File: src/rtl/rf_pkg.sv
// Shared definitions for the multi-port register file: address width helper,
// register index type and the hardwired-zero register index.
package rf_pkg;

    localparam int RF_NUM_REGS_DEF = 32;

    // Address width for a register count; a single-register file still needs one bit.
    function automatic int rf_aw(input int num_regs);
        return (num_regs < 2) ? 1 : $clog2(num_regs);
    endfunction

    typedef logic [rf_aw(RF_NUM_REGS_DEF)-1:0] rf_idx_t;

    localparam int ZERO_IDX = 0;

endpackage

File: src/rtl/reg_file_mp_if.sv
// Decode/writeback bus of the register file: read ports, write ports and the
// busy-set strobe used at producer issue.
interface reg_file_mp_if #(
    parameter int DATA_W = 32,
    parameter int AW     = 5,
    parameter int NUM_RD = 2,
    parameter int NUM_WR = 1
);
    logic [NUM_RD-1:0][AW-1:0]     rd_addr;
    logic [NUM_RD-1:0][DATA_W-1:0] rd_data;
    logic [NUM_RD-1:0]             rd_busy;
    logic [NUM_WR-1:0]             wr_en;
    logic [NUM_WR-1:0][AW-1:0]     wr_addr;
    logic [NUM_WR-1:0][DATA_W-1:0] wr_data;
    logic                          busy_set;
    logic [AW-1:0]                 busy_addr;

    modport master (
        output rd_addr, wr_en, wr_addr, wr_data, busy_set, busy_addr,
        input  rd_data, rd_busy
    );

    modport slave (
        input  rd_addr, wr_en, wr_addr, wr_data, busy_set, busy_addr,
        output rd_data, rd_busy
    );
endinterface

File: src/rtl/reg_file_mp_read_port.sv
// One combinational read port: array select, write-port bypass (highest port
// wins), zero-register mask and busy masking.
module rf_read_port
    import rf_pkg::*;
#(
    parameter int DATA_W   = 32,
    parameter int NUM_REGS = 32,
    parameter int NUM_WR   = 1,
    parameter int BYPASS   = 1,
    parameter int ZERO_REG = 1,
    parameter int AW       = rf_aw(NUM_REGS)
) (
    input  logic [NUM_REGS-1:0][DATA_W-1:0] regs_i,
    input  logic [NUM_REGS-1:0]             busy_i,
    input  logic [AW-1:0]                   rd_addr_i,
    input  logic [NUM_WR-1:0]               wr_en_i,
    input  logic [NUM_WR-1:0][AW-1:0]       wr_addr_i,
    input  logic [NUM_WR-1:0][DATA_W-1:0]   wr_data_i,
    output logic [DATA_W-1:0]               rd_data_o,
    output logic                            rd_busy_o
);

    // Stored value, overridden by in-flight writes, then forced to zero for r0.
    always_comb begin
        rd_data_o = regs_i[rd_addr_i];
        rd_busy_o = busy_i[rd_addr_i];
        if (BYPASS != 0) begin
            for (int i = 0; i < NUM_WR; i++) begin
                if (wr_en_i[i] && (wr_addr_i[i] == rd_addr_i)) begin
                    rd_data_o = wr_data_i[i];
                    rd_busy_o = 1'b0;
                end
            end
        end
        if ((ZERO_REG != 0) && (rd_addr_i == AW'(ZERO_IDX))) begin
            rd_data_o = '0;
            rd_busy_o = 1'b0;
        end
    end

endmodule

File: src/rtl/reg_file_mp.sv
// Multi-port integer register file with bypass, hardwired zero register and a
// per-register busy scoreboard for decode stalls.
module reg_file_mp
    import rf_pkg::*;
#(
    parameter int DATA_W   = 32,
    parameter int NUM_REGS = 32,
    parameter int NUM_RD   = 2,
    parameter int NUM_WR   = 1,
    parameter int BYPASS   = 1,
    parameter int ZERO_REG = 1
) (
    input  logic          clk,
    input  logic          rst_n,
    reg_file_mp_if.slave  bus
);

    localparam int AW = rf_aw(NUM_REGS);

    logic [NUM_REGS-1:0][DATA_W-1:0] regs_q, regs_d;
    logic [NUM_REGS-1:0]             busy_q, busy_d;
    logic [NUM_WR-1:0]               wr_en_live;

    // Writes never forward while reset is held, so reads stay zero during reset.
    assign wr_en_live = bus.wr_en & {NUM_WR{rst_n}};

    // Next state: writes in port order (last port wins), then busy-set overrides the clear.
    always_comb begin
        regs_d = regs_q;
        busy_d = busy_q;
        for (int i = 0; i < NUM_WR; i++) begin
            if (bus.wr_en[i] &&
                !((ZERO_REG != 0) && (bus.wr_addr[i] == AW'(ZERO_IDX)))) begin
                regs_d[bus.wr_addr[i]] = bus.wr_data[i];
                busy_d[bus.wr_addr[i]] = 1'b0;
            end
        end
        if (bus.busy_set &&
            !((ZERO_REG != 0) && (bus.busy_addr == AW'(ZERO_IDX)))) begin
            busy_d[bus.busy_addr] = 1'b1;
        end
    end

    // Storage and scoreboard; reset discards everything immediately.
    always_ff @(posedge clk or negedge rst_n) begin
        if (!rst_n) begin
            regs_q <= '0;
            busy_q <= '0;
        end else begin
            regs_q <= regs_d;
            busy_q <= busy_d;
        end
    end

    for (genvar j = 0; j < NUM_RD; j++) begin : g_rd
        rf_read_port #(
            .DATA_W   (DATA_W),
            .NUM_REGS (NUM_REGS),
            .NUM_WR   (NUM_WR),
            .BYPASS   (BYPASS),
            .ZERO_REG (ZERO_REG),
            .AW       (AW)
        ) u_rd (
            .regs_i    (regs_q),
            .busy_i    (busy_q),
            .rd_addr_i (bus.rd_addr[j]),
            .wr_en_i   (wr_en_live),
            .wr_addr_i (bus.wr_addr),
            .wr_data_i (bus.wr_data),
            .rd_data_o (bus.rd_data[j]),
            .rd_busy_o (bus.rd_busy[j])
        );
    end

endmodule

File: src/flat_wrapper.sv
// flat-port wrapper written by rule: the top's interface ports become plain ports
module reg_file_mp_flat import rf_pkg::*;
#(
    parameter int DATA_W   = 32,
    parameter int NUM_REGS = 32,
    parameter int NUM_RD   = 2,
    parameter int NUM_WR   = 1,
    parameter int BYPASS   = 1,
    parameter int ZERO_REG = 1
)
  (clk, rst_n, bus_rd_addr, bus_wr_en, bus_wr_addr, bus_wr_data, bus_busy_set, bus_busy_addr, bus_rd_data, bus_rd_busy);
  reg_file_mp_if #(.DATA_W(DATA_W), .AW(5), .NUM_RD(NUM_RD), .NUM_WR(NUM_WR)) bus_i ();
  input  logic clk;
  input  logic rst_n;
  input wire logic [$bits(bus_i.rd_addr)-1:0] bus_rd_addr;
  input wire logic [$bits(bus_i.wr_en)-1:0] bus_wr_en;
  input wire logic [$bits(bus_i.wr_addr)-1:0] bus_wr_addr;
  input wire logic [$bits(bus_i.wr_data)-1:0] bus_wr_data;
  input wire logic [$bits(bus_i.busy_set)-1:0] bus_busy_set;
  input wire logic [$bits(bus_i.busy_addr)-1:0] bus_busy_addr;
  output wire logic [$bits(bus_i.rd_data)-1:0] bus_rd_data;
  output wire logic [$bits(bus_i.rd_busy)-1:0] bus_rd_busy;
  assign bus_i.rd_addr = bus_rd_addr;
  assign bus_i.wr_en = bus_wr_en;
  assign bus_i.wr_addr = bus_wr_addr;
  assign bus_i.wr_data = bus_wr_data;
  assign bus_i.busy_set = bus_busy_set;
  assign bus_i.busy_addr = bus_busy_addr;
  assign bus_rd_data = bus_i.rd_data;
  assign bus_rd_busy = bus_i.rd_busy;
  reg_file_mp #(.DATA_W(DATA_W), .NUM_REGS(NUM_REGS), .NUM_RD(NUM_RD), .NUM_WR(NUM_WR), .BYPASS(BYPASS), .ZERO_REG(ZERO_REG)) u_core (.clk(clk), .rst_n(rst_n), .bus(bus_i));
endmodule
File: config.mk
export PLATFORM = sky130hd
export DESIGN_NAME = reg_file_mp_flat
export DESIGN_NICKNAME = d
export VERILOG_FILES = /design/src/rtl/rf_pkg.sv /design/src/rtl/reg_file_mp_if.sv /design/src/rtl/reg_file_mp_read_port.sv /design/src/rtl/reg_file_mp.sv /design/src/flat_wrapper.sv
export SDC_FILE = /design/constraint.sdc
export NUM_CORES = 2
export LEC_CHECK = 0
export BUFFER_PORTS_ARGS = -buffer_cell sky130_fd_sc_hd__buf_2
export CORE_ASPECT_RATIO = 1.1
export CORE_UTILIZATION = 52
export DETAILED_ROUTE_END_ITERATION = 10
export PLACE_DENSITY = 0.65
export SKIP_LAST_GASP = 1
export SYNTH_ARGS = -nofsm -noshare
export SYNTH_HDL_FRONTEND = slang
export SYNTH_SLANG_ARGS = --single-unit
File: constraint.sdc
create_clock -name clk -period 8.3 [get_ports clk]
set_clock_uncertainty 0.15 [all_clocks]
set_input_delay 1.66 -clock clk [delete_from_list [all_inputs] [get_ports clk]]
set_output_delay 1.66 -clock clk [all_outputs]
set_load 0.005 [all_outputs]
== Word-level counts from Yosys, hierarchy flattened ==
Cells that the tools add are included.
Word-level totals
  latch bits: 0
  output and inout bits: 66
  memories kept: 0
  bits in read-only memories: 0
  flip-flop bits (word level): 1056
  logic and storage cells: 82
  RAM bits: 0
  bits of input ports: 56
Operators by class
  multiply operators: 0
  $add $sub $neg: 0
  mux-type cells: 25
  shift operators: 0
  reduce and logical (&&, ||, !) cells: 12
  $lt $le $gt $ge: 6
  equal/unequal tests: 2
  bitwise logic cells: 4
  divide/modulo/power cells: 0
Operators with widths (count)
  1024-bit bitwise mux: 1
  32-bit binary-select mux with 5-bit select: 2
  32-bit two-way mux: 9
  32-bit demux with 5-bit select: 1
  32-bit bitwise AND: 1
  32-bit inverter: 1
  32-bit OR: 1
  5-bit by 6-bit less-than comparator with 1-bit output (second input constant): 4
  5-bit zero test: 4
  1-bit binary-select mux with 5-bit select: 2
  1-bit demux with 5-bit select: 2
  5-bit equality test: 2
  5-bit by 1-bit greater-or-equal comparator with 1-bit output (second input constant): 2
  1-bit two-way mux: 8
  1-bit logical AND: 6
  1-bit zero test: 2
  1-bit bitwise AND: 1

== Longest topological paths before layout ==
  word-level depth: 9
  mapped depth: 11
  gate-level depth less buffers: 6

== Cells and area by module ==
A second synthesis with hierarchy kept.
Unflattened totals
  cell total of the unflattened synthesis: 3989
  area, all modules: 57292.4 µm²
By module, submodules not included
  reg_file_mp: cells an instance 2389, instances 1, area each 39302.7 µm², sequential area each 26425.3 µm²
  rf_read_port: cells an instance 800, instances 2, area each 8994.9 µm², sequential area each 0.0 µm²

== Worst setup path after synthesis ==
No wires, ideal clock.
  path type: in2out
  start point: input bus_rd_addr[1]
  end point: output bus_rd_data[4]
  stages: 8
  arrival: 3204 ps
  required time: 6490 ps
  path buffers: 4
  setup slack: 3286 ps
  path through: buf_4 -> buf_4 -> buf_6 -> clkbuf_1 -> mux4_2 -> o21ai_0 -> nand3_1 -> a22o_1
On the way
  cells in the longest elaborated chain, start to end: 4
  elaborated cells on any way between the ends: 7
  those cells by class: eq/ne (1); mux (4); reduce/logical (2)
Ends and longest elaborated chain
  start: declaration: line flat_wrapper.sv:15  | input wire logic [$bits(bus_i.rd_addr)-1:0] bus_rd_addr;
  32-bit binary-select mux with 5-bit select / 5-bit equality test (equally long branches): line reg_file_mp_read_port.sv:25, reg_file_mp_read_port.sv:29
  32-bit two-way mux (not written as such) / 1-bit logical AND (equally long branches): line reg_file_mp_read_port.sv:25, reg_file_mp_read_port.sv:29
  32-bit two-way mux: line reg_file_mp_read_port.sv:29  | if (wr_en_i[i] && (wr_addr_i[i] == rd_addr_i)) begin
  32-bit two-way mux (*): line reg_file_mp_read_port.sv:35  | if ((ZERO_REG != 0) && (rd_addr_i == AW'(ZERO_IDX))) begin
  end: declaration: line flat_wrapper.sv:21  | output wire logic [$bits(bus_i.rd_data)-1:0] bus_rd_data;
Mark *: on every way between the ends. The rest lies on a longest branch, timed or not. The select of a mux whose other input is x is not followed.

== Worst setup path in the final report ==
  start point: input bus_rd_addr[5]
  end point: output bus_rd_data[61]
Same word-level chain as after synthesis.

==> impl_summary.txt <==
----------------------------------------------------
[Clock network]
  Worst-case clock buffer depth ... 3
  Clock-pin slew of the registers on the worst-case setup and hold paths ... 60 ps
  Cells resized by post-CTS repair ... 0
  TritonCTS buffer count ... 114
  # H-tree levels ... 3
  Skew-Pair Late Insertion Delay ... 700 ps
  Number of hold buffers added after CTS ... 0
  Root buffer cell ... clkbuf_16
  CTS tree ... built
  Sinks on Clock Net ... 1,056
  Setup fix buffers added after clock tree synthesis ... 0

[Layout]
  Combined flip-flop and latch cell area ... 26,400 um^2
  Non-filler cells in the finished layout ... 5,430
  Area Overhead vs Synth ... 8.33%
  Number of nets in the layout ... 3,969
  Proportion of layout cells with a drive suffix above 1 ... 0.462
  Layout fillers ... 8,813
  Combined area of the multi-input logic cells ... 28,600 um^2

[Power and ir drop]
  VDD IR max ... 0.187 mV
  Leakage power summed over all cells ... 27.0 nW
  Final Total Pwr ... 15.0 mW
  Power density cells ... 242 nW/um^2

[Global routing]
  Overflow left after global routing ... 0
  Number of antenna violations at the first check in global routing ... 19
  Maximum number of pins on one net before global-route repair ... 97
  Tot GR Track Use ... 0.337
  Wire length of the first global-routing pass ... 273,000 um
  Vias in the first global route ... 38.8k

[Critical path]
  Cells on worst reg2reg path ... 1
  Worst reg2reg path endpoint ... u_core.regs_q[777]$_DFFE_PN0P_
  Arrival time at the worst endpoint ... 4970 ps
  Data required time of the critical path ... 6490 ps
  Critical R2R Launch ... u_core.regs_q[777]$_DFFE_PN0P_
  Reg-to-reg slack, setup ... 7310 ps
  Critical Path End Type ... output port
  Maximum fanout encountered on the critical timing path ... 47
  Kind of start point of the critical path ... primary input
  Setup Crit Path Kind ... in2out

[Placed design]
  Count of buffers from port buffering ... 121
  Worst Setup Slack post-DPL ... 1620 ps
  Dpl hpwl ... 111,000 um
  Number of placed instances, taps included ... 5,216
  Routability congestion estimate from global placement ... 0.879

[STA]
  Post-Route Setup TNS ... 0 ps
  Final Hold Viols ... 0
  Relative max-transition margin ... 0.0475
  Max-slew violations ... 0
  Final worst path period need ... 6780 ps
  Setup violation total in the final timing report ... 0
  Slew at the pin with the worst max-slew slack ... 1420 ps
  Highest clock frequency the design can meet ... 0.147 GHz
  RSZ-0062 raised after global routing ... no
  Share of the cycle needed by the critical path after routing ... 0.817
  Final WS setup ... 1520 ps

[Hold path]
  Hold wc startpoint ... u_core.regs_q[16]$_DFFE_PN0P_
  Number of instances on the worst hold path ... 0
  Capture endpoint of the worst hold path ... u_core.regs_q[16]$_DFFE_PN0P_
  Class of the tightest hold or removal check ... reg2reg

[Yosys]
  Synthesized area per cell ... 14.2 um^2
  Number of warning messages in the yosys log ... 0
  Number of synthesized flops with an enable pin ... 0
  Fraction of registers with async set/reset ... 1.00
  Number of instances in the synthesized netlist ... 4,036
  Post-Syn Nets ... 4,092
  Netlist area before placement ... 57,300 um^2
  Number of distinct library cells after synthesis ... 66
  Prevailing post-synth register cell ... dfrtp_1
  Fraction of the yosys area taken by sequential cells ... 0.461
  Flip-flop and latch count after synthesis ... 1,056

[Floorplan]
  Die Wd ... 318 um
  Core region area ... 109,000 um^2
  Effective utilization at floorplan ... 0.525
  Vertical extent of the die ... 350 um
  Count of standard-cell rows ... 127
  Overall die area ... 111,000 um^2
  Number of I/O pins ... 122

[Drt]
  Vias per std cell ... 6.99
  Drt drc ... 0
  First DRT Iteration DRCs ... 3,838
  Number of vias in the routed layout ... 37.9k
  Pre-Repair DR Iteration Count ... 5
  Drt wl/cell ... 34.2 um
  Total wire length ... 186,000 um
  Remaining antenna violation count after routing ... 0

[Outcome]
  Outcome ... finished clean

[Flow run]
  Max Cap Viol ... 0

----------------------------------------------------
==> registers in the layout (all words and copies together), names as in the netlist <==
name	flops
u_core.regs_q	1024
u_core.busy_q	32
==> kinds of logic after synthesis <==
kind of cell / count (synthesis) / share of synthesized area
mux: 1696 / 0.407
flops: 1056 / 0.461
compound gates: 485 / 0.0590
buf+inv: 474 / 0.0431
simple gates: 315 / 0.0278
xor+xnor: 10 / 0.00153
==> Yosys cell counts, drive strengths merged (2+ instances only) <==
library cell	number	area, um^2
xnor2	5	43.8
xor2	5	43.8
nor2b	24	150
nor3	38	205
a211oi	36	270
mux2	1090	12300
inv	16	60.1
nand4	7	43.8
a22oi	50	375
clkbuf	203	766
buf	254	1640
nor2	91	349
o211a	8	80.1
o21ai	111	556
a311oi	9	78.8
a21oi	18	90.1
mux2i	207	2070
mux4	399	8990
o221ai	10	87.6
and3	6	37.5
o22ai	104	651
or3	4	25.0
or2	6	37.5
a22o	38	333
a221o	8	80.1
nand3	36	180
or4	2	18.8
and4	2	17.5
and2	2	12.5
nand2b	11	68.8
nor3b	4	30.0
nor4	20	144
nand4b	3	26.3
o2111ai	10	87.6
o32ai	3	26.3
a2111oi	3	26.3
o211ai	18	135
a31oi	6	37.5
dfrtp	1056	26400
a221oi	46	403
nand3b	3	22.5
nand2	55	214
==> how the worst max path moves through the flow <==
stage | slack, ps | cells after the start | startpoint | endpoint
3_3_place_gp | 1690 | 7 | bus_rd_addr[1] | bus_rd_data[23]
3_5_place_dp | 1620 | 7 | bus_rd_addr[5] | bus_rd_data[61]
2_1_floorplan | 3290 | 8 | bus_rd_addr[1] | bus_rd_data[4]
5_1_grt | 1500 | 7 | bus_rd_addr[5] | bus_rd_data[61]
6_report | 1520 | 7 | bus_rd_addr[5] | bus_rd_data[61]
4_1_cts | 1620 | 7 | bus_rd_addr[5] | bus_rd_data[61]
==> metrics by stage <==
| stage | utilization | hold WS, ps | cell area (um^2) |
|---|---|---|---|
| after CTS | 0.568 | 247 | 62000 |
| after global routing | 0.568 | 255 | 62000 |
| final | 0.568 | 243 | 62100 |
| after detailed placement | 0.534 | 234 | 58300 |
| after global placement | 0.534 | 227 | 58300 |
| after floorplan | - | 291 | 57300 |
==> cell usage in the layout (no fill, tap or decap), drive strengths merged, types with 18 or more instances in the layout <==
master / count
a211oi: 36
a21oi: 18
a221oi: 46
a22o: 38
a22oi: 50
buf: 218
clkbuf: 175
clkinv: 23
dfrtp: 1056
mux2: 1090
mux2i: 207
mux4: 399
nand2: 55
nand3: 36
nor2: 91
nor2b: 24
nor3: 38
nor4: 20
o211ai: 18
o21ai: 111
o22ai: 104
==> worst max-delay path, stage by stage <==
cell,delay [ps]
buf_8,430
nand2b_1,840
o21ai_0,160
a2111oi_0,700
a221oi_1,110
o311ai_1,760
buf_2,240
==> layout make-up <==
type,instances,area share
Clock inverter,31,0.00494
Timing Repair Buffer,218,0.0237
Inverter,17,0.00107
Tap cell,1419,0.0286
Antenna cell,8,0.000323
Sequential cell,1056,0.426
Multi-Input combinational cell,2506,0.461
Clock buffer,175,0.0549
==> layer usage <==
metal / GRT usage / up-vias / part of all wire
li1: - / 15300 / -
met1: 0.435 / 20300 / 0.39
met2: 0.543 / 1724 / 0.48
met3: 0.0618 / 554 / 0.075
met4: 0.185 / 10 / 0.059
met5: 0 / - / 0.00045
==> report_power, final <==
part / leakage (nW) / switching (mW) / internal (mW)
logic: 11.7 / 1.33 / 1.75
clock network: 1.83 / 2.16 / 2.93
registers: 13.5 / 0.717 / 6.14
Note: power is estimated with default switching activity, not from simulation.
